[src/rtl/push_packer_pkg.sv]
// Common constants helpers for the push-packer slice.
// Provides a clog2 that never returns zero, so single-entry counters still get one bit.
package push_packer_pkg;

    function automatic int unsigned clog2_min1(input int unsigned value);
        int unsigned r;
        r = 0;
        for (int i = 0; i < 32; i++) begin
            if ((64'(1) << i) < 64'(value)) begin
                r = i + 1;
            end
        end
        return (r < 1) ? 1 : r;
    endfunction

endpackage

[src/rtl/push_packer.sv]
// Packs RATIO narrow samples into one wide word and pushes it to the downstream FIFO.
// Whole words are dropped (and counted) when the FIFO reports almost-full at word start.
module push_packer
    import push_packer_pkg::*;
#(
    parameter int unsigned IN_WIDTH  = 8,
    parameter int unsigned RATIO     = 4,
    parameter int unsigned CNT_WIDTH = 16
) (
    input  logic                         wclock,
    input  logic                         resetn,
    input  logic [IN_WIDTH-1:0]          sdata,
    input  logic                         senable,
    input  logic                         sfirst,
    input  logic                         iafull,
    output logic [RATIO*IN_WIDTH-1:0]    odata,
    output logic                         ogap,
    output logic                         oenable,
    output logic [CNT_WIDTH-1:0]         dropped
);

    localparam int unsigned LaneW = clog2_min1(RATIO);
    localparam int unsigned OutW  = RATIO * IN_WIDTH;
    localparam logic [LaneW-1:0] LastLane = LaneW'(RATIO - 1);

    logic [LaneW-1:0]     lane_q, lane_d;
    logic                 keep_q, keep_d;
    logic                 gap_pend_q, gap_pend_d;
    logic [OutW-1:0]      asm_q, asm_d;
    logic [OutW-1:0]      odata_q, odata_d;
    logic                 ogap_q, ogap_d;
    logic                 oenable_q, oenable_d;
    logic [CNT_WIDTH-1:0] dropped_q, dropped_d;

    logic                 word_start;
    logic                 keep_eff;
    logic                 drop_word;
    logic [LaneW-1:0]     eff_lane;
    logic [OutW-1:0]      word_next;

    always_comb begin
        lane_d     = lane_q;
        keep_d     = keep_q;
        gap_pend_d = gap_pend_q;
        asm_d      = asm_q;
        odata_d    = odata_q;
        ogap_d     = ogap_q;
        oenable_d  = 1'b0;
        word_start = 1'b0;
        keep_eff   = keep_q;
        drop_word  = 1'b0;
        eff_lane   = lane_q;
        word_next  = asm_q;

        if (senable) begin
            word_start = (lane_q == '0) || sfirst;
            eff_lane   = word_start ? '0 : lane_q;
            keep_eff   = word_start ? !iafull : keep_q;

            for (int k = 0; k < int'(RATIO); k++) begin
                if (eff_lane == LaneW'(k)) begin
                    word_next[k*IN_WIDTH +: IN_WIDTH] = sdata;
                end
            end
            asm_d  = word_next;
            keep_d = keep_eff;

            // Realign abandons the partial word; it can never coincide with word end.
            if (sfirst && (lane_q != '0)) begin
                drop_word  = 1'b1;
                gap_pend_d = 1'b1;
            end

            if (eff_lane == LastLane) begin
                lane_d = '0;
                if (keep_eff) begin
                    oenable_d  = 1'b1;
                    odata_d    = word_next;
                    ogap_d     = gap_pend_q;
                    gap_pend_d = 1'b0;
                end else begin
                    drop_word  = 1'b1;
                    gap_pend_d = 1'b1;
                end
            end else begin
                lane_d = eff_lane + 1'b1;
            end
        end

        dropped_d = dropped_q;
        if (drop_word && (dropped_q != '1)) begin
            dropped_d = dropped_q + 1'b1;
        end
    end

    always_ff @(posedge wclock or negedge resetn) begin
        if (!resetn) begin
            lane_q     <= '0;
            keep_q     <= 1'b0;
            gap_pend_q <= 1'b0;
            asm_q      <= '0;
            odata_q    <= '0;
            ogap_q     <= 1'b0;
            oenable_q  <= 1'b0;
            dropped_q  <= '0;
        end else begin
            lane_q     <= lane_d;
            keep_q     <= keep_d;
            gap_pend_q <= gap_pend_d;
            asm_q      <= asm_d;
            odata_q    <= odata_d;
            ogap_q     <= ogap_d;
            oenable_q  <= oenable_d;
            dropped_q  <= dropped_d;
        end
    end

    assign odata   = odata_q;
    assign ogap    = ogap_q;
    assign oenable = oenable_q;
    assign dropped = dropped_q;

endmodule

[config.mk]
export PLATFORM = sky130hd
export DESIGN_NAME = push_packer
export DESIGN_NICKNAME = d
export VERILOG_FILES = /design/src/rtl/push_packer_pkg.sv /design/src/rtl/push_packer.sv
export SDC_FILE = /design/constraint.sdc
export NUM_CORES = 1
export LEC_CHECK = 0
export BUFFER_PORTS_ARGS = -buffer_cell sky130_fd_sc_hd__buf_4
export CAP_MARGIN = 40
export CORE_ASPECT_RATIO = 1.75
export CORE_UTILIZATION = 40
export DETAILED_ROUTE_END_ITERATION = 8
export GPL_ROUTABILITY_DRIVEN = 1
export SLEW_MARGIN = 20
export SYNTH_ARGS = -nofsm -noshare
export SYNTH_HDL_FRONTEND = slang
export SYNTH_SLANG_ARGS = --single-unit
[constraint.sdc]
create_clock -name wclock -period 5.45 [get_ports wclock]
set_input_delay 0.2725 -clock wclock [delete_from_list [all_inputs] [get_ports wclock]]
set_output_delay 0.2725 -clock wclock [all_outputs]
set_load 0.005 [all_outputs]
==> Flow_metrics.wiki, run 1 <==
{| class="wikitable"
! Metric !! Value
|-
| Status || finished, final reports clean
|-
| Post-synthesis instance area || 0.003416 mm²
|-
| Clock root cell || sky130_fd_sc_hd__clkbuf_16
|-
| Worst Hold Class || in2reg
|-
| Gate power share || a little over a quarter
|-
| Clock latency of the later-clocked register in the worst-skew pair || 0.33 ns
|-
| HPWL after detailed placement || 4.975 mm
|-
| Worst-path clk slew || 0.06 ns
|-
| CTS H-tree lvls || 3
|-
| Number of design rule violations left after detail routing || 0
|-
| Clock network fraction of design power || 33.0%
|-
| Core region area || 0.008313 mm²
|-
| Sum of overflow across all layers after global routing || 0
|-
| FF+latch count, synth || 78
|-
| First drt pass iteration count || 4
|-
| Maxcap violations || 0
|-
| Worst reg-to-reg setup slack || 3.05 ns
|-
| Commonest cells post-synth || 78 x sky130_fd_sc_hd__dfrtp_1, 32 x sky130_fd_sc_hd__nor2_1, 29 x sky130_fd_sc_hd__a21oi_1
|-
| Via Count || ~2,300
|-
| Number of hold violations in the final report || 0
|-
| Clock buffer count from CTS || 9
|-
| Die Ht || 124.2 µm
|-
| Wire length after detailed routing || 7.056 mm
|-
| Post-CTS Setup Inserts || 0
|-
| Max transition margin || 59.27%
|-
| Count of inserted antenna diode cells || 0
|-
| Syn avg cell area || 12.42 µm²
|-
| Final cycle utilization of the critical path || a little over two fifths
|-
| Register-to-Register Path Depth || 7
|-
| Sequential group share of total power || between 40% and 50%
|-
| Final sum of negative setup slack || 0 ns
|-
| Highest ir drop seen on vdd || 0.2346 mV
|-
| Buffers on Ports || 62
|-
| Number of max-slew violations in the final report || 0
|-
| Yosys warning count || 0
|-
| Largest net degree at the start of global routing || 49
|-
| Share of async-settable or async-resettable flops after synthesis || 100.0%
|-
| Critical Path RT || ~5.7 ns
|-
| Primary flip-flop cell chosen by synthesis mapping || sky130_fd_sc_hd__dfrtp_1
|-
| Routability congestion estimate || 0.6783
|-
| Hold buffers post-CTS || 1
|-
| Area growth, synth to finish || 29.19%
|-
| First-pass GRT wire length || 11.59 mm
|-
| GRT Util Overall || ~17%
|-
| Number of placement rows || 44
|-
| Cts repair resizes || 0
|-
| Number of filler instances in the final layout || 747
|-
| Vias per Instance || approximately 4.9
|-
| Number of I/O pins || 63
|-
| Vias in the first global route || 2,266
|-
| Setup-violating endpoint count in the final report || 0
|-
| Critical Path End Type || flip-flop
|-
| Starting DRT DRC Count || 150
|-
| Number of distinct library cells after synthesis || 33
|-
| Nets in the synthesized netlist || slightly below 300
|-
| Post-synthesis cell count || 275
|-
| Final critical delay including setup and external delays || 2.398 ns
|-
| Cell depth of the worst hold path || 2
|-
| Crit Path Class || reg2reg
|-
| Number of routed nets with antenna violations || 0
|-
| Number of enable flip-flop cells after synthesis || 0
|-
| Top cells by area, synth || sky130_fd_sc_hd__dfrtp_1 57%, sky130_fd_sc_hd__mux2_2 8.9%, sky130_fd_sc_hd__mux2i_1 7.0%
|-
| Cell with the most instances after synthesis || sky130_fd_sc_hd__dfrtp_1
|-
| Total Nets Final || 360
|-
| Antenna violations before repair || 0
|-
| Die W || 71.86 µm
|-
| Fraction of layout cells with a size suffix above 1 || around 34%
|-
| Clock tree from TritonCTS || yes
|-
| Highest net fanout along the worst path || 27
|-
| Static Leakage || 2.043 nW
|-
| Actual transition at the worst max-transition pin || between 0.6 and 0.7 ns
|-
| DR WL/cell || 15.27 µm
|-
| Sw frac || 26.37%
|-
| Power density normalized to cell area || 515.6 mW/mm²
|-
| Clock tree skew after final layout || 0.006418 ns
|-
| Sequential cell area fraction in the yosys report || 57.14%
|-
| Setup repair after global routing missed its margin || false
|-
| Total Die Area || around 0.0089 mm²
|-
| Largest area contributor in the synthesized netlist || sky130_fd_sc_hd__dfrtp_1
|-
| Number of clock sinks seen by CTS || 78
|-
| P_int || between 1.5 and 2 mW
|-
| Initial core utilization || 41.09%
|-
| Maximum frequency from static timing analysis || 0.4170 GHz
|-
| Data arrival time of the worst path || 2.62 ns
|-
| Number of buffers on the longest clock path || 2
|-
| Critical path launch point type || flip-flop
|-
| Post-route total power || roughly 2.3 mW
|-
| Portion of synthesized cell area occupied by the leading cell type || a little under three fifths
|-
| Net Switching || 0.5999 mW
|}
metrics by stage:
stage	cells	area [µm²]	util (%)	setup WS [ns]	hold slack, ns
2_1_floorplan	275	3416	-	3.627	-0.02309
3_3_place_gp	443	3983	47.91	2.606	0.4707
3_5_place_dp	445	4021	48.37	3.003	0.2423
4_1_cts	462	4413	53.09	3.023	0.1628
5_1_grt	462	4413	53.09	2.857	0.1756
6_report	462	4413	53.09	3.052	0.1778
layout by cell type (no fill, tap or decap):
master	instances
sky130_fd_sc_hd__mux2_4	1
sky130_fd_sc_hd__or2_4	1
sky130_fd_sc_hd__buf_4	63
sky130_fd_sc_hd__mux2_2	27
sky130_fd_sc_hd__o31ai_4	1
sky130_fd_sc_hd__xor2_1	5
sky130_fd_sc_hd__a211oi_4	1
sky130_fd_sc_hd__clkinv_4	1
sky130_fd_sc_hd__o311a_2	1
sky130_fd_sc_hd__clkbuf_16	9
sky130_fd_sc_hd__a211o_1	1
sky130_fd_sc_hd__nor4_1	2
sky130_fd_sc_hd__nand2_1	12
sky130_fd_sc_hd__and3_2	2
sky130_fd_sc_hd__mux2_1	8
sky130_fd_sc_hd__o21ai_0	1
sky130_fd_sc_hd__nor2_1	32
sky130_fd_sc_hd__dlygate4sd3_1	1
sky130_fd_sc_hd__a31oi_1	2
sky130_fd_sc_hd__xnor2_1	7
sky130_fd_sc_hd__and2_2	1
sky130_fd_sc_hd__ha_1	5
sky130_fd_sc_hd__nand3_1	4
sky130_fd_sc_hd__buf_6	1
sky130_fd_sc_hd__clkbuf_8	2
sky130_fd_sc_hd__a21oi_1	29
sky130_fd_sc_hd__inv_1	4
sky130_fd_sc_hd__and2b_1	1
sky130_fd_sc_hd__dfrtp_1	78
sky130_fd_sc_hd__nand4_1	2
sky130_fd_sc_hd__buf_16	1
sky130_fd_sc_hd__nor3_1	4
sky130_fd_sc_hd__nand4_4	1
sky130_fd_sc_hd__bufinv_16	4
sky130_fd_sc_hd__mux2i_1	24
sky130_fd_sc_hd__o211a_1	1
sky130_fd_sc_hd__o21bai_4	1
sky130_fd_sc_hd__nand2b_1	5
sky130_fd_sc_hd__o211ai_1	1
flip-flops by register name, indices dropped and copies added, names as in the netlist:
name / cells
asm_q: 24
dropped: 16
gap_pend_q: 1
keep_q: 1
lane_q: 2
odata: 32
oenable: 1
ogap: 1
final cells by class:
class / count / area [µm²] / area share, %
Sequential cell: 78 / 1952 / 44.23
Multi-Input combinational cell: 183 / 1399 / 31.70
Inverter: 4 / 15.01 / 0.3402
Tap cell: 115 / 143.9 / 3.261
Timing Repair Buffer: 66 / 521.8 / 11.82
Clock buffer: 11 / 252.7 / 5.727
Clock inverter: 5 / 128.9 / 2.920
cell families (layout without fill, tap and decap cells):
| logic type | count (synthesis) | count (layout) | synth area share (%) |
|---|---|---|---|
| buffers and inverters | 14 | 86 | 2.124 |
| AOI/OAI and AO/OA | 39 | 39 | 7.399 |
| adders and majority gates | 5 | 5 | 1.832 |
| muxes | 60 | 60 | 19.01 |
| and+or+nand+nor | 67 | 67 | 9.414 |
| xor gates and xnor gates | 12 | 12 | 3.077 |
| DFF | 78 | 78 | 57.14 |
worst max-delay path, stage by stage (launching register included):
cell and delay, ns:
sky130_fd_sc_hd__dfrtp_1 0.44, sky130_fd_sc_hd__nand2b_1 0.13, sky130_fd_sc_hd__inv_1 0.12, sky130_fd_sc_hd__ha_1 0.21, sky130_fd_sc_hd__nand2_1 0.10, sky130_fd_sc_hd__a211oi_4 0.51
sky130_fd_sc_hd__buf_4 0.41, sky130_fd_sc_hd__mux2_2 0.37
metal layers:
| layer | GRT usage (%) | wire (µm) |
|---|---|---|
| met5 | 0 | 0 |
| met4 | 7.266 | 129 |
| met3 | 4.627 | 297 |
| met2 | 29.41 | 3728 |
| met1 | 20.38 | 2900 |
final timing paths:
| kind | startpoint | endpoint |
|---|---|---|
| setup / recovery | lane_q[0] | odata[24] |
| hold / removal | iafull | keep_q |
| setup reg to reg | lane_q[0] | odata[24] |
| hold reg to reg | odata[28] | odata[28] |
| max in group asynchronous | resetn | dropped[12] |
| min in group asynchronous | resetn | odata[0] |
power groups by stage:
stage          registers [mW]  clock network [mW]  logic, mW
6_report                0.929               0.750      0.596
5_1_grt                 0.960               0.790      0.658
4_1_cts                 0.935               0.765      0.607
3_5_place_dp            0.944                   0      0.603
3_3_place_gp            0.935                   0      0.592
2_1_floorplan           0.926                   0      0.290
No activity file was read; power rests on OpenSTA's default activity.
==> run 2: changes to the inputs <==
Clock period 5.45 ns to 2.4 ns, I/O delays scaled along.
==> run 2 against run 1 <==
Compared with the run above:
- core utilization is 0.75 points lower
- clock power grew 65%
- critical endpoint is now dropped[15]
- critical path depth grew 1
==> Flow_metrics.wiki, run 2 (synthesized netlist as in run 1, its figures left out) <==
{| class="wikitable"
! Metric !! Value
|-
| Worst Hold Class || in2reg
|-
| Critical Path End Type || flip-flop
|-
| Max transition margin || 68.90% (+9.6 points)
|-
| Initial core utilization || 41.09% (unchanged)
|-
| Register-to-Register Path Depth || 8 (+1)
|-
| Sequential cell area in the final layout || 0.001952 mm² (unchanged)
|-
| Number of routed nets with antenna violations || 0 (unchanged)
|-
| First drt pass iteration count || 4 (unchanged)
|-
| Antenna violations before repair || 0 (unchanged)
|-
| WHS || 0.01363 ns (-0.1642 ns)
|-
| Worst R2R Start || lane_q[0]
|-
| Sum of overflow across all layers after global routing || 0 (unchanged)
|-
| Total Die Area || 0.008928 mm² (unchanged)
|-
| Data arrival time of the worst path || 2.21 ns (-0.41 ns)
|-
| Die Ht || 124.2 µm (unchanged)
|-
| Maxcap violations || 0 (unchanged)
|-
| HPWL after detailed placement || 5.095 mm (+2.4%)
|-
| Category of cells accounting for the largest share of critical-path delay || simple AND/OR/NAND/NOR gates
|-
| Most common library cell in the layout ignoring fill and taps || sky130_fd_sc_hd__dfrtp_1
|-
| Clock buffer count from CTS || 9 (unchanged)
|-
| Largest stage delay on the critical path || 0.43 ns (-0.08 ns)
|-
| Die W || 71.86 µm (unchanged)
|-
| Area of combinational cells with multiple inputs || 0.001399 mm² (unchanged)
|-
| Clock tree from TritonCTS || yes
|-
| Vias in the first global route || 2,318 (+2.3%)
|-
| Clock latency of the later-clocked register in the worst-skew pair || 0.32 ns (about the same)
|-
| Endpoint of the lowest-slack register-to-register path || dropped[15]
|-
| Number of hold violations in the final report || 0 (unchanged)
|-
| Highest ir drop seen on vdd || 0.4163 mV (+77%)
|-
| Number of cells after detailed placement || 448 (+0.67%)
|-
| Fraction of layout cells with a size suffix above 1 || 33.91% (-0.098 points)
|-
| Worst reg-to-reg setup slack || 0.40 ns (-2.66 ns)
|-
| Cell Count, Final, Fillers Out || 463 (+0.22%)
|-
| Actual transition at the worst max-transition pin || 0.4665 ns (-0.1425 ns)
|-
| Buffers on Ports || 62 (unchanged)
|-
| CP max-delay cell || sky130_fd_sc_hd__dfrtp_1
|-
| CTS H-tree lvls || 3 (unchanged)
|-
| Clock root cell || sky130_fd_sc_hd__clkbuf_16
|-
| Crit path cell chain || nand2b_1 > inv_1 > ha_1 > and2b_1 > o211ai_1 > nor3_1 > nand2_1 > mux2_2
|-
| Number of placement rows || 44 (unchanged)
|-
| Crit path to || dropped[15]
|-
| Setup-violating endpoint count in the final report || 0 (unchanged)
|-
| Final cycle utilization of the critical path || 83.49% (+39 points)
|-
| Final sum of negative setup slack || 0 ns (unchanged)
|-
| DR WL/cell || 15.20 µm (-0.48%)
|-
| Buf+Inv Stages, Crit Path || 1 (-1)
|-
| Critical path launch point type || flip-flop
|-
| Number of buffers on the longest clock path || 2 (unchanged)
|-
| First-pass GRT wire length || 11.96 mm (+3.1%)
|-
| Highest-count cells in the layout ignoring fill and taps || 78 x sky130_fd_sc_hd__dfrtp_1, 65 x sky130_fd_sc_hd__buf_4, 32 x sky130_fd_sc_hd__nor2_1, 29 x sky130_fd_sc_hd__a21oi_1, 27 x sky130_fd_sc_hd__mux2_2
|-
| Core region area || 0.008313 mm² (unchanged)
|-
| Routability congestion estimate || 0.6998 (+3.2%)
|-
| Maximum frequency from static timing analysis || 0.4991 GHz (+20%)
|-
| Static Leakage || 2.014 nW (-1.4%)
|-
| Area growth, synth to finish || 27.36%
|-
| GRT Util Overall || 17.76% (+0.38 points)
|-
| Number of filler instances in the final layout || 772 (+3.3%)
|-
| Vias per Instance || 4.935 (+1.3%)
|-
| Number of design rule violations left after detail routing || 0 (unchanged)
|-
| Status || finished, final reports clean
|-
| Number of max-slew violations in the final report || 0 (unchanged)
|-
| Total number of cells along the worst setup path || 8 (+1)
|-
| Number of I/O pins || 63 (unchanged)
|-
| Largest net degree at the start of global routing || 49 (unchanged)
|-
| Total Nets Final || 363 (+0.83%)
|-
| Count of inserted antenna diode cells || 0 (unchanged)
|-
| Critical Path Source || lane_q[0]
|-
| Crit Path Class || reg2reg
|-
| Number of clock sinks seen by CTS || 78 (unchanged)
|-
| Critical Path RT || 2.61 ns (-3.06 ns)
|-
| Final critical delay including setup and external delays || 2.004 ns (-0.3941 ns)
|-
| Starting DRT DRC Count || 67 (-55%)
|-
| Worst-path clk slew || 0.05 ns (about the same)
|-
| Clock tree skew after final layout || 0.003513 ns (-0.002905 ns)
|-
| Max reg flops || 32 (unchanged)
|-
| Power density normalized to cell area || 1084 mW/mm² (+110%)
|-
| Highest net fanout along the worst path || 5 (-81%)
|-
| Wire length after detailed routing || 7.037 mm (-0.27%)
|-
| Via Count || 2,285 (+1.6%)
|-
| Setup repair after global routing missed its margin || false
|}
[run 2: worst min-delay path by stage]
stage | end | start | depth (start not counted)
after floorplan | asm_q[0] | resetn | 0
after global placement | odata[0] | resetn | 1
after detailed placement | odata[0] | resetn | 1
after CTS | keep_q | iafull | 2
after global routing | keep_q | iafull | 2
final | keep_q | iafull | 2
[run 2: per-layer routing]
layer / track usage, % / vias to the layer above / part of all wire [%]
met2: 31.13 / 52 / 55
li1: - / 1102 / -
met3: 4.221 / 9 / 3.7
met5: 0 / - / 0
met1: 20.35 / 1122 / 40
met4: 6.920 / 0 / 1.6
[run 2: final cells by class]
type                            instances  share of cell area [%]
Clock inverter                          1                  0.1150
Inverter                                4                  0.3451
Tap cell                              115                   3.307
Multi-Input combinational cell        183                   32.15
Clock buffer                           13                   6.212
Timing Repair Buffer                   69                   13.00
Sequential cell                        78                   44.87
[run 2: power by group]
| part | internal (mW) | switching, mW | leakage [nW] | total [mW] |
|---|---|---|---|---|
| logic | 0.826 | 0.534 | 0.938 | 1.36 |
| clock network | 0.771 | 0.473 | 0.138 | 1.24 |
| registers | 1.81 | 0.305 | 0.939 | 2.11 |
| total | 3.41 | 1.31 | 2.01 | 4.72 |
[run 2: what timing repair did]
action / in CTS / in global routing
hold endpoints to repair: 30 / 0
hold buffers: 1 / 0
gates resized for setup: 0 / 0
setup buffers: 0 / 0
[run 2: metrics by stage]
step,area (µm²),worst slack (ns),util (%),power (mW)
2_1_floorplan,3416,0.5770,-,2.761
3_3_place_gp,4038,0.4616,48.57,3.484
3_5_place_dp,4065,0.3823,48.90,3.536
4_1_cts,4350,0.3775,52.33,4.801
5_1_grt,4350,0.1915,52.33,5.039
6_report,4350,0.3962,52.33,4.718
==> run 3: changes to the inputs <==
Settings changed: ABC_AREA set to 1.
Clock period 2.4 ns to 1.6 ns, I/O delays scaled along.
==> run 3 against run 2 <==
Compared with the run above:
- area after synthesis rose by 12%
- sequential cell count increased by 3
- largest cell class unchanged
- global-route usage is 2.2 points higher
- wire length grew 30%
- fmax is 21% higher
- the flow now finishes with violations (setup timing)
- register-to-register slack worse by 0.46 ns
- clock skew rose by 0.0024 ns
- via count increased by 37%
==> Flow_metrics.wiki, run 3 <==
{| class="wikitable"
! Metric !! Value
|-
| Number of design rule violations left after detail routing || 0 (unchanged)
|-
| Sequential cell area fraction in the yosys report || 53.05% (-4.1 points)
|-
| Highest ir drop seen on vdd || 0.7190 mV (+73%)
|-
| Starting DRT DRC Count || 152 (+130%)
|-
| Setup slack of the critical path after layout || -0.06189 ns (-0.4581 ns)
|-
| Number of I/O pins || 63 (unchanged)
|-
| Syn avg cell area || 8.587 µm² (-31%)
|-
| Number of max-slew violations in the final report || 0 (unchanged)
|-
| Number of distinct library cells after synthesis || 24 (-27%)
|-
| Cell Count, Final, Fillers Out || 654 (+41%)
|-
| Die Ht || 131.3 µm (+5.7%)
|-
| Sequential group share of total power || 44.3% (-0.5 points)
|-
| Setup repair after global routing missed its margin || true
|-
| Number of buffers on the longest clock path || 2 (unchanged)
|-
| Number of enable flip-flop cells after synthesis || 0 (unchanged)
|-
| Number of clock sinks seen by CTS || 81 (+3.8%)
|-
| Vias per Instance || 4.801 (-2.7%)
|-
| WHS || 0.1065 ns (+0.09285 ns)
|-
| Number of routed nets with antenna violations || 0 (unchanged)
|-
| Yosys warning count || 0 (unchanged)
|-
| Highest-count cells in the layout ignoring fill and taps || 165 x sky130_fd_sc_hd__nand2_1, 82 x sky130_fd_sc_hd__buf_4, 81 x sky130_fd_sc_hd__dfrtp_1, 37 x sky130_fd_sc_hd__o21ai_0, 30 x sky130_fd_sc_hd__o21ai_1
|-
| Clock tree from TritonCTS || yes
|-
| Violations in the final reports || setup timing
|-
| GRT Util Overall || 20.00% (+2.2 points)
|-
| Initial core utilization || 41.76% (+0.67 points)
|-
| Commonest cells post-synth || 167 x sky130_fd_sc_hd__nand2_1, 81 x sky130_fd_sc_hd__dfrtp_1, 61 x sky130_fd_sc_hd__o21ai_0
|-
| Max transition margin || 68.70% (-0.20 points)
|-
| Buffers on Ports || 62 (unchanged)
|-
| Worst Hold Class || in2reg
|-
| Largest net degree at the start of global routing || 57 (+16%)
|-
| Top cells by area, synth || sky130_fd_sc_hd__dfrtp_1 53%, sky130_fd_sc_hd__nand2_1 16%, sky130_fd_sc_hd__o21ai_0 8.0%
|-
| Via Count || 3,140 (+37%)
|-
| Number of placement rows || 46 (+4.5%)
|-
| Total Die Area || 0.009963 mm² (+12%)
|-
| CTS H-tree lvls || 3 (unchanged)
|-
| Critical Path End Type || flip-flop
|-
| Actual transition at the worst max-transition pin || 0.4695 ns (+0.002993 ns)
|-
| Core region area || 0.009151 mm² (+10%)
|-
| Highest net fanout along the worst path || 8 (+3)
|-
| Critical Path RT || 1.83 ns (-0.78 ns)
|-
| Max reg flops || 32 (unchanged)
|-
| Area growth, synth to finish || 31.24%
|-
| Met1 track demand over resource || 23.33% (+3.0 points)
|-
| Post-synthesis cell count || 445 (+62%)
|-
| Gate power share || 22.0% (-6.8 points)
|-
| Data arrival time of the worst path || 1.89 ns (-0.32 ns)
|-
| Share of the core filled with cells in the final layout || 54.80% (+2.5 points)
|-
| Crit Path Class || reg2reg
|-
| Clock tree skew after final layout || 0.005922 ns (+0.002409 ns)
|-
| Wire length after detailed routing || 9.177 mm (+30%)
|-
| GR Util met2 || 34.71% (+3.6 points)
|-
| Sum of overflow across all layers after global routing || 0 (unchanged)
|-
| Nets in the synthesized netlist || 463 (+58%)
|-
| Status || finished with violations
|-
| Clock root cell || sky130_fd_sc_hd__clkbuf_16
|-
| Maxcap violations || 0 (unchanged)
|-
| Sw frac || 28.99% (+1.2 points)
|-
| Area after detailed placement || 0.004603 mm² (+13%)
|-
| Final sum of negative setup slack || -1.679 ns (-1.679 ns)
|-
| Primary flip-flop cell chosen by synthesis mapping || sky130_fd_sc_hd__dfrtp_1
|-
| Maximum frequency from static timing analysis || 0.6017 GHz (+21%)
|-
| HPWL after detailed placement || 6.392 mm (+25%)
|-
| Global routing usage on met3 || 3.374% (-0.85 points)
|-
| Most common library cell in the layout ignoring fill and taps || sky130_fd_sc_hd__nand2_1
|-
| Routability congestion estimate || 0.8186 (+17%)
|-
| Clock buffer count from CTS || 9 (unchanged)
|-
| Area of all placed cells without fillers || 0.005015 mm² (+15%)
|-
| Power density normalized to cell area || 1186 mW/mm² (+9.3%)
|-
| Setup-violating endpoint count in the final report || 40 (+40)
|-
| Fraction of layout cells with a size suffix above 1 || 29.03% (-4.9 points)
|-
| Final critical delay including setup and external delays || 1.662 ns (-0.3419 ns)
|-
| Antenna violations before repair || 0 (unchanged)
|-
| Largest area contributor in the synthesized netlist || sky130_fd_sc_hd__dfrtp_1
|-
| Die W || 75.89 µm (+5.6%)
|-
| Net Switching || 1.724 mW (+31%)
|-
| Final cycle utilization of the critical path || 103.9% (+20 points)
|-
| Static Leakage || 2.438 nW (+21%)
|-
| Portion of synthesized cell area occupied by the leading cell type || 53.05% (-4.1 points)
|-
| Number of cells after detailed placement || 635 (+42%)
|-
| Cell with the most instances after synthesis || sky130_fd_sc_hd__nand2_1
|-
| Number of hold violations in the final report || 0 (unchanged)
|-
| Highest-utilization routing layer at the global route stage || met2
|-
| Count of inserted antenna diode cells || 0 (unchanged)
|-
| P_int || 4.222 mW (+24%)
|-
| Critical path launch point type || flip-flop
|-
| First-pass GRT wire length || 14.92 mm (+25%)
|-
| FF+latch count, synth || 81 (+3.8%)
|-
| Vias in the first global route || 3,049 (+32%)
|-
| Worst-path clk slew || 0.06 ns (about the same)
|-
| First drt pass iteration count || 4 (unchanged)
|-
| DR WL/cell || 14.03 µm (-7.7%)
|-
| Clock network fraction of design power || 33.8% (+7.4 points)
|-
| Clock latency of the later-clocked register in the worst-skew pair || 0.34 ns (+0.02 ns)
|-
| Post-synthesis instance area || 0.003821 mm² (+12%)
|-
| Total Nets Final || 548 (+51%)
|-
| Share of async-settable or async-resettable flops after synthesis || 100.0% (unchanged)
|}
## run 3: cell types whose count changed in the layout (fill, tap and decap cells not counted), moves of 24 or more
cell,before,now
sky130_fd_sc_hd__a21oi_1,29,0
sky130_fd_sc_hd__mux2_2,27,0
sky130_fd_sc_hd__mux2i_1,24,0
sky130_fd_sc_hd__nand2_1,12,165
sky130_fd_sc_hd__o21ai_0,1,37
sky130_fd_sc_hd__o21ai_1,0,30
sky130_fd_sc_hd__o21ai_2,0,26
## run 3: kinds of logic (layout without fill, tap and decap cells)
group | Yosys count | count (layout) | synth area share [%]
and+or+nand+nor | 206 | 207 | 22.56
AOI/OAI and AO/OA | 94 | 94 | 13.98
DFF | 81 | 81 | 53.05
buffers and inverters | 48 | 136 | 6.254
xor gates and xnor gates | 11 | 11 | 2.521
adders and majority gates | 5 | 5 | 1.637
## run 3: per-layer routing
layer  up-vias  share of wire, %
met3        13               3.1
met4         0               2.2
met5         -                 0
met2        63                55
met1      1477                40
li1       1587                 -
## run 3: worst max-delay path, cell delays in order (launching register included)
cell and delay (ns):
sky130_fd_sc_hd__dfrtp_1 0.39, sky130_fd_sc_hd__o21ai_2 0.09, sky130_fd_sc_hd__nor2_2 0.16, sky130_fd_sc_hd__buf_4 0.15
sky130_fd_sc_hd__ha_4 0.14, sky130_fd_sc_hd__inv_4 0.04, sky130_fd_sc_hd__a21oi_4 0.15, sky130_fd_sc_hd__buf_6 0.14
sky130_fd_sc_hd__nand3_4 0.13, sky130_fd_sc_hd__nand2_1 0.11, sky130_fd_sc_hd__nand2_1 0.05
## run 3: per-stage QoR
step	setup WS (ns)	power [mW]
final	-0.06189	5.946
after global routing	-0.1732	6.268
after CTS	-0.06969	5.970
after detailed placement	-0.2201	3.887
after global placement	-0.1329	3.842
after floorplan	-0.07538	3.237
## run 3: what timing repair did
| action | CTS | global route |
|---|---|---|
| resized for setup | 26 | 17 |
| pin swaps | 4 | 2 |
| hold endpoints to repair | 83 | 0 |
| gates cloned | 2 | 0 |
| setup endpoints to repair | 72 | 78 |
| setup buffers | 0 | 0 |
| hold buffers | 2 | 0 |
## run 3: path summary, 6_finish.rpt
| path | cells past startpoint | to | slack [ns] | startpoint |
|---|---|---|---|---|
| max in group asynchronous | 3 | keep_q | 0.85 | resetn |
| max reg2reg | 10 | dropped[2] | -0.06 | lane_q[0] |
| max | 10 | dropped[2] | -0.06 | lane_q[0] |
| min | 3 | odata[27] | 0.11 | sdata[3] |
| min in group asynchronous | 2 | dropped[11] | 0.13 | resetn |
| min reg2reg | 2 | ogap | 0.48 | gap_pend_q |
## run 3: power groups by stage
| stage | Sequential (mW) | Clock, mW | Combinational, mW |
|---|---|---|---|
| floorplan | 2.62 | 0 | 0.615 |
| global placement | 2.63 | 0 | 1.21 |
| detailed placement | 2.65 | 0 | 1.24 |
| CTS | 2.63 | 2.05 | 1.29 |
| global route | 2.67 | 2.14 | 1.46 |
| finish | 2.63 | 2.01 | 1.31 |
## run 3: layout make-up
cell class                 count  area [µm²]
timing repair buffer          93       789.5
inverter                      28       107.6
fill                         849        4136
multi-input combinational    317        1655
sequential                    81        2027
tap                          120       150.1
clock buffer                  10       229.0
clock inverter                 5       56.30
